## config.mk

```make
export PLATFORM = sky130hd
export DESIGN_NAME = hazard_ctrl
export DESIGN_NICKNAME = d
export VERILOG_FILES = /design/src/rtl/hazard_ctrl.sv
export SDC_FILE = /design/constraint.sdc
export NUM_CORES = 1
export LEC_CHECK = 0
export CAP_MARGIN = 10
export CORE_ASPECT_RATIO = 2
export CORE_MARGIN = 2
export CORE_UTILIZATION = 40
export DETAILED_ROUTE_END_ITERATION = 8
export PLACE_DENSITY_LB_ADDON = 0.25
export SLEW_MARGIN = 20
export SYNTH_ARGS = -nofsm -noshare
export SYNTH_HDL_FRONTEND = slang
export SYNTH_SLANG_ARGS = --single-unit
```

## constraint.sdc

```tcl
create_clock -name i_clk -period 2.9 [get_ports i_clk]
set_clock_uncertainty 0.1 [all_clocks]
set_input_delay 0.58 -clock i_clk [delete_from_list [all_inputs] [get_ports i_clk]]
set_output_delay 0.58 -clock i_clk [all_outputs]
set_load 0.05 [all_outputs]
```

## src/rtl/hazard_ctrl.sv

```systemverilog
// hazard_ctrl: stall/squash controller for the 5-stage RV32I pipeline.
// A shift-register scoreboard tracks destination registers still in flight.
// The instruction in ID is held (pause) while any of its source registers
// matches a pending write. A small flush FSM keeps the fetch register
// squashed (nop) for a fixed number of cycles after a taken branch or jump.
// Saturating counters record stall cycles and accepted branch events.

// Protocol checker: flush must override stall, and a taken branch must squash.
module hazard_ctrl_chk (
  input logic i_clk,
  input logic i_rst_n,
  input logic i_branch_taken,
  input logic i_pause,
  input logic i_nop
);

  // A wrong-path instruction must never be held.
  a_no_pause_during_nop : assert property (@(posedge i_clk) disable iff (!i_rst_n)
    !(i_pause && i_nop));

  // The branch cycle itself is always squashed.
  a_branch_squashes : assert property (@(posedge i_clk) disable iff (!i_rst_n)
    i_branch_taken |-> i_nop);

endmodule

module hazard_ctrl #(
  parameter int DEPTH        = 3,
  parameter int FLUSH_CYCLES = 2
) (
  input  logic        i_clk,
  input  logic        i_rst,
  input  logic [31:0] i_instr_id,
  input  logic        i_branch_taken,
  output logic        o_pause,
  output logic        o_nop,
  output logic [15:0] o_stall_count,
  output logic [15:0] o_flush_count
);

  localparam logic [6:0] OP_LUI    = 7'b0110111;
  localparam logic [6:0] OP_AUIPC  = 7'b0010111;
  localparam logic [6:0] OP_JAL    = 7'b1101111;
  localparam logic [6:0] OP_JALR   = 7'b1100111;
  localparam logic [6:0] OP_REG    = 7'b0110011;
  localparam logic [6:0] OP_IMM    = 7'b0010011;
  localparam logic [6:0] OP_LOAD   = 7'b0000011;
  localparam logic [6:0] OP_STORE  = 7'b0100011;
  localparam logic [6:0] OP_BRANCH = 7'b1100011;

  localparam logic [15:0] CNT_MAX = 16'hFFFF;

  // A single-cycle flush never leaves RUN; longer flushes preload the
  // remaining cycle count minus the one spent in the branch cycle itself.
  localparam logic       FLUSH_MULTI = (FLUSH_CYCLES > 1) ? 1'b1 : 1'b0;
  localparam logic [2:0] FCNT_RELOAD = (FLUSH_CYCLES > 1) ? 3'(FLUSH_CYCLES - 2) : 3'd0;

  typedef enum logic [0:0] {
    ST_RUN   = 1'b0,
    ST_FLUSH = 1'b1
  } state_t;

  // Opcode uses rs1 unless it is one of the immediate-only forms.
  function automatic logic f_uses_rs1(input logic [6:0] op);
    logic res;
    case (op)
      OP_LUI, OP_AUIPC, OP_JAL: res = 1'b0;
      default:                  res = 1'b1;
    endcase
    return res;
  endfunction

  // Only R-type, stores and branches read rs2.
  function automatic logic f_uses_rs2(input logic [6:0] op);
    logic res;
    case (op)
      OP_REG, OP_STORE, OP_BRANCH: res = 1'b1;
      default:                     res = 1'b0;
    endcase
    return res;
  endfunction

  // Opcodes that write back to rd.
  function automatic logic f_writes_rd(input logic [6:0] op);
    logic res;
    case (op)
      OP_REG, OP_IMM, OP_LOAD, OP_JAL, OP_JALR, OP_LUI, OP_AUIPC: res = 1'b1;
      default:                                                    res = 1'b0;
    endcase
    return res;
  endfunction

  // Registered state
  logic [DEPTH-1:0] r_sb_valid;
  logic [4:0]       r_sb_rd [DEPTH];
  state_t           r_state;
  logic [2:0]       r_fcnt;
  logic [15:0]      r_stall_count;
  logic [15:0]      r_flush_count;

  // Combinational signals
  logic [6:0] w_opcode;
  logic [4:0] w_rs1;
  logic [4:0] w_rs2;
  logic [4:0] w_rd;
  logic       w_use_rs1;
  logic       w_use_rs2;
  logic       w_write_rd;
  logic       w_hazard;
  logic       w_nop;
  logic       w_pause;
  logic       w_entry_valid;
  logic [4:0] w_entry_rd;
  state_t     w_state_nxt;
  logic [2:0] w_fcnt_nxt;
  logic       w_unused_bits;

  assign w_opcode   = i_instr_id[6:0];
  assign w_rd       = i_instr_id[11:7];
  assign w_rs1      = i_instr_id[19:15];
  assign w_rs2      = i_instr_id[24:20];
  assign w_use_rs1  = f_uses_rs1(w_opcode);
  assign w_use_rs2  = f_uses_rs2(w_opcode);
  assign w_write_rd = f_writes_rd(w_opcode);

  // funct3/funct7 play no part in hazard detection.
  assign w_unused_bits = ^{i_instr_id[31:25], i_instr_id[14:12]};

  // Compare the used sources of the ID instruction against every pending write.
  always_comb begin
    w_hazard = 1'b0;
    for (int i = 0; i < DEPTH; i++) begin
      if (r_sb_valid[i] &&
          ((w_use_rs1 && (w_rs1 != 5'd0) && (w_rs1 == r_sb_rd[i])) ||
           (w_use_rs2 && (w_rs2 != 5'd0) && (w_rs2 == r_sb_rd[i])))) begin
        w_hazard = 1'b1;
      end else begin
        w_hazard = w_hazard;
      end
    end
  end

  // Squash wins over hold so that a wrong-path instruction never stalls.
  always_comb begin
    w_nop   = i_branch_taken | (r_state == ST_FLUSH);
    w_pause = w_hazard & ~w_nop;
  end

  // Select what enters the EX slot: the ID instruction's write, or a bubble.
  always_comb begin
    w_entry_valid = 1'b0;
    w_entry_rd    = 5'd0;
    if (!w_pause && !w_nop) begin
      w_entry_valid = w_write_rd & (w_rd != 5'd0);
      w_entry_rd    = w_rd;
    end else begin
      w_entry_valid = 1'b0;
      w_entry_rd    = 5'd0;
    end
  end

  // Scoreboard shift register: entry 0 is EX, entry DEPTH-1 is WB.
  always_ff @(posedge i_clk or negedge i_rst) begin
    if (!i_rst) begin
      r_sb_valid <= {DEPTH{1'b0}};
      for (int i = 0; i < DEPTH; i++) begin
        r_sb_rd[i] <= 5'd0;
      end
    end else begin
      r_sb_valid[0] <= w_entry_valid;
      r_sb_rd[0]    <= w_entry_rd;
      for (int i = 1; i < DEPTH; i++) begin
        r_sb_valid[i] <= r_sb_valid[i-1];
        r_sb_rd[i]    <= r_sb_rd[i-1];
      end
    end
  end

  // Flush FSM next-state: a branch (re)loads the counter, otherwise count down.
  always_comb begin
    w_state_nxt = r_state;
    w_fcnt_nxt  = r_fcnt;
    case (r_state)
      ST_RUN: begin
        if (i_branch_taken && FLUSH_MULTI) begin
          w_state_nxt = ST_FLUSH;
          w_fcnt_nxt  = FCNT_RELOAD;
        end else begin
          w_state_nxt = ST_RUN;
          w_fcnt_nxt  = r_fcnt;
        end
      end
      ST_FLUSH: begin
        if (i_branch_taken) begin
          w_state_nxt = ST_FLUSH;
          w_fcnt_nxt  = FCNT_RELOAD;
        end else if (r_fcnt == 3'd0) begin
          w_state_nxt = ST_RUN;
          w_fcnt_nxt  = 3'd0;
        end else begin
          w_state_nxt = ST_FLUSH;
          w_fcnt_nxt  = r_fcnt - 3'd1;
        end
      end
      default: begin
        w_state_nxt = ST_RUN;
        w_fcnt_nxt  = 3'd0;
      end
    endcase
  end

  // Flush FSM state register.
  always_ff @(posedge i_clk or negedge i_rst) begin
    if (!i_rst) begin
      r_state <= ST_RUN;
      r_fcnt  <= 3'd0;
    end else begin
      r_state <= w_state_nxt;
      r_fcnt  <= w_fcnt_nxt;
    end
  end

  // Saturating debug counters for stall cycles and accepted branches.
  always_ff @(posedge i_clk or negedge i_rst) begin
    if (!i_rst) begin
      r_stall_count <= 16'd0;
      r_flush_count <= 16'd0;
    end else begin
      if (w_pause && (r_stall_count != CNT_MAX)) begin
        r_stall_count <= r_stall_count + 16'd1;
      end else begin
        r_stall_count <= r_stall_count;
      end
      if (i_branch_taken && (r_flush_count != CNT_MAX)) begin
        r_flush_count <= r_flush_count + 16'd1;
      end else begin
        r_flush_count <= r_flush_count;
      end
    end
  end

  assign o_pause       = w_pause;
  assign o_nop         = w_nop;
  assign o_stall_count = r_stall_count;
  assign o_flush_count = r_flush_count;

  hazard_ctrl_chk u_chk (
    .i_clk          (i_clk),
    .i_rst_n        (i_rst),
    .i_branch_taken (i_branch_taken),
    .i_pause        (w_pause),
    .i_nop          (w_nop)
  );

endmodule

```

==> results.json <==
{
  "area_growth_pct": 38.9,
  "dp.cells": 408,
  "grt_pass1_vias": 2238,
  "ys_ff_latch": 54,
  "wl_per_cell_um": 15.4,
  "grt.total_usage_pct": 18.2,
  "syn-num-nets": 285,
  "post_synth.cell_area_avg_um2": 11.1,
  "fin_crit_ns": 2.82,
  "yosys.area_share.simple_pct": 17.1,
  "final_util_pct": 57.2,
  "gr-total-overflow": 0,
  "cts_tree": "yes",
  "hold_viol": 0,
  "crit_arrival_ns": 2.14,
  "synth-compound-area-share_pct": 9.73,
  "synth_warnings": 0,
  "seq_area_um2": 1350,
  "rows": 42,
  "antenna_found_initial": 0,
  "fillers": 621,
  "firstDrtPassIters": 4,
  "outcome": "completed",
  "netlist_area_um2": 2730,
  "ir_drop_mv": 0.569,
  "synth_top_family_by_area": "XOR/XNOR gates",
  "initialDrtViolationCount": 70,
  "synth_xor_area_share_pct": 18.6,
  "dp_hpwl_um": 4820,
  "numCtsBuffers": 5,
  "tns_ns": 0,
  "critPathMaxFanout": 4,
  "ys_seq_area_share_pct": 49.6,
  "muxShareOfSynthArea_pct": 1.93,
  "core_area_um2": 6620,
  "rsz0062_at_grt": "no",
  "cts_max_level": 2,
  "ctsHoldBuffers": 0,
  "setup_viol": 0,
  "wl_um": 6430,
  "ant_nets": 0,
  "power.density_nw_per_um2": 504,
  "tightest_slew_ns": 0.672,
  "via_count": 2155,
  "multiInputGateArea_um2": 1440,
  "synthAdderAreaFrac_pct": 1.84,
  "die_w_um": 62.4,
  "clk_pin_slew_ns": 0.07,
  "dieHeight_um": 121,
  "power_leakage_nw": 1.71,
  "die_area_um2": 7530,
  "io_buffer_count": 58,
  "cts_root_buf": "clkbuf_16",
  "p_total_mw": 1.91,
  "grt_pass1_wl_um": 10700,
  "max-slew-margin-rel_pct": 55.1,
  "diodes": 0,
  "crit_type": "primary input to output pin",
  "gp_congestion": 0.838,
  "stdcell_count": 418,
  "place_ws_ns": -0.287,
  "postLayoutCellArea_um2": 3780,
  "hold_class": "primary input to async pin",
  "setup_slack_ns": 0.0812,
  "period_share_pct": 97.2,
  "grt_max_degree": 29,
  "slew_violations": 0,
  "end_kind": "output pin",
  "fmax_ghz": 0.355,
  "required_ns": 2.22,
  "layout.nets": 368,
  "drt_drc_violations_left": 0,
  "placed_area_um2": 3550,
  "startpoint_type": "primary input",
  "layout-drive-gt1-share_pct": 18.8,
  "clockBufferDepth": 2,
  "initial_core_util_pct": 41.2,
  "viasPerCell": 5.16,
  "whs_ns": 0.210,
  "maxCapViolCount": 0,
  "cts.sinks": 54,
  "syn_inst": 246,
  "ios": 69,
  "yosysUniqueCellTypes": 39,
  "clkLatencyLatePin_ns": 0.29
}
-- metal layers --
layer	up-vias	wire length, um	global-route usage, %
met5	-	0	0
met4	0	133	8.06
met3	9	215	3.16
met2	42	3700	36.3
met1	1057	2390	17.8
li1	1047	-	-
-- Yosys cell counts --
master	number	area share [%]
o22ai_1	1	0.23
a2111oi_0	2	0.64
nor4_1	6	1.4
or4_1	3	0.83
a31o_2	2	0.64
nor3_1	2	0.37
o211ai_1	1	0.28
mux2i_1	3	1.1
mux2_2	1	0.41
ha_1	4	1.8
and3b_1	1	0.32
or2_2	1	0.23
and2_2	1	0.28
dfrtp_1	54	50
nand2_2	1	0.23
and3_1	9	2.1
and2_1	3	0.69
xnor2_1	21	6.7
or2_1	1	0.23
nor2_1	11	1.5
a211o_1	2	0.64
buf_2	2	0.37
nand4b_1	1	0.32
a2111oi_2	3	1.7
xor2_1	37	12
nand2b_1	3	0.69
a211oi_1	9	2.5
a21oi_1	3	0.55
a22oi_1	1	0.28
and4_1	3	0.96
nand4_1	9	2.1
o41ai_4	1	1.0
o21a_1	1	0.28
nand3_1	14	2.6
a21oi_2	1	0.32
nand2_1	17	2.3
mux2_1	1	0.41
o21ai_0	4	0.73
inv_1	6	0.83
-- power by group --
part           leakage [nW]  switching [mW]  total (mW)  internal [mW]
combinational         0.918           0.270       0.443          0.172
sequential            0.723          0.0751       0.881          0.806
clock                0.0708           0.262       0.583          0.321
total                  1.71           0.608        1.91           1.30
-- worst max-delay path, cell delays in order --
cell and delay (ns):
clkdlybuf4s15_1 0.25, xor2_1 0.20, nor4_2 0.30, nand3_1 0.11, a31o_2 0.27, and2_4 0.15
nor2_4 0.11, buf_8 0.15
-- cells in the final DEF (no fill, tap or decap), types with 2 or more instances in the layout --
cell type,Yosys,layout
a2111oi_0,2,2
a2111oi_2,3,3
a211o_1,2,2
a211oi_1,9,8
a21oi_1,3,3
a31o_2,2,2
and2_1,3,2
and3_1,9,9
and4_1,3,3
buf_2,2,3
buf_4,0,20
clkbuf_16,0,5
clkbuf_2,0,3
clkdlybuf4s50_1,0,39
dfrtp_1,54,54
dlygate4sd2_1,0,6
dlymetal6s2s_1,0,4
ha_1,4,4
inv_1,6,6
mux2i_1,3,3
nand2_1,17,17
nand2b_1,3,3
nand3_1,14,14
nand4_1,9,9
nor2_1,11,10
nor3_1,2,2
nor4_2,0,6
o21ai_0,4,3
or4_4,0,2
xnor2_1,21,21
xor2_1,37,36
-- area by class of cell --
type / instances / area share [%]
Multi-Input combinational cell: 184 / 38.0
Sequential cell: 54 / 35.7
Timing Repair Buffer: 78 / 19.0
Inverter: 6 / 0.595
Clock inverter: 2 / 0.364
Clock buffer: 6 / 3.40
Tap cell: 88 / 2.91
-- registers in the layout (all words and copies together), names as in the netlist --
name and cells:
r_state 1, r_fcnt 3, o_flush_count 16, o_stall_count 16
r_sb_rd 15, r_sb_valid 3
-- final timing paths --
check,start,end,slack [ns],depth (start not counted)
max,i_instr_id[24],o_pause,0.08,8
max in group asynchronous,i_rst,o_flush_count[6],1.91,2
min,i_rst,r_sb_rd[2],0.21,1
max reg2reg,o_stall_count[0],o_stall_count[1],0.51,6
min reg2reg,r_sb_valid[1],r_sb_valid[2],0.32,0
min in group i_clk,r_sb_valid[1],r_sb_valid[2],0.32,0
-- repair_timing --
action / in CTS / in global routing
pin swaps: 14 / 10
resized for setup: 34 / 18
setup buffers: 3 / 0
setup endpoints to repair: 1 / 1
-- cells by family after synthesis --
logic type,count (synthesis)
buffers and inverters,8
muxes,5
AOI/OAI and AO/OA,31
adders and majority gates,4
DFF,54
xor gates and xnor gates,58
and+or+nand+nor,86
No activity file was read; power rests on OpenSTA's default activity.
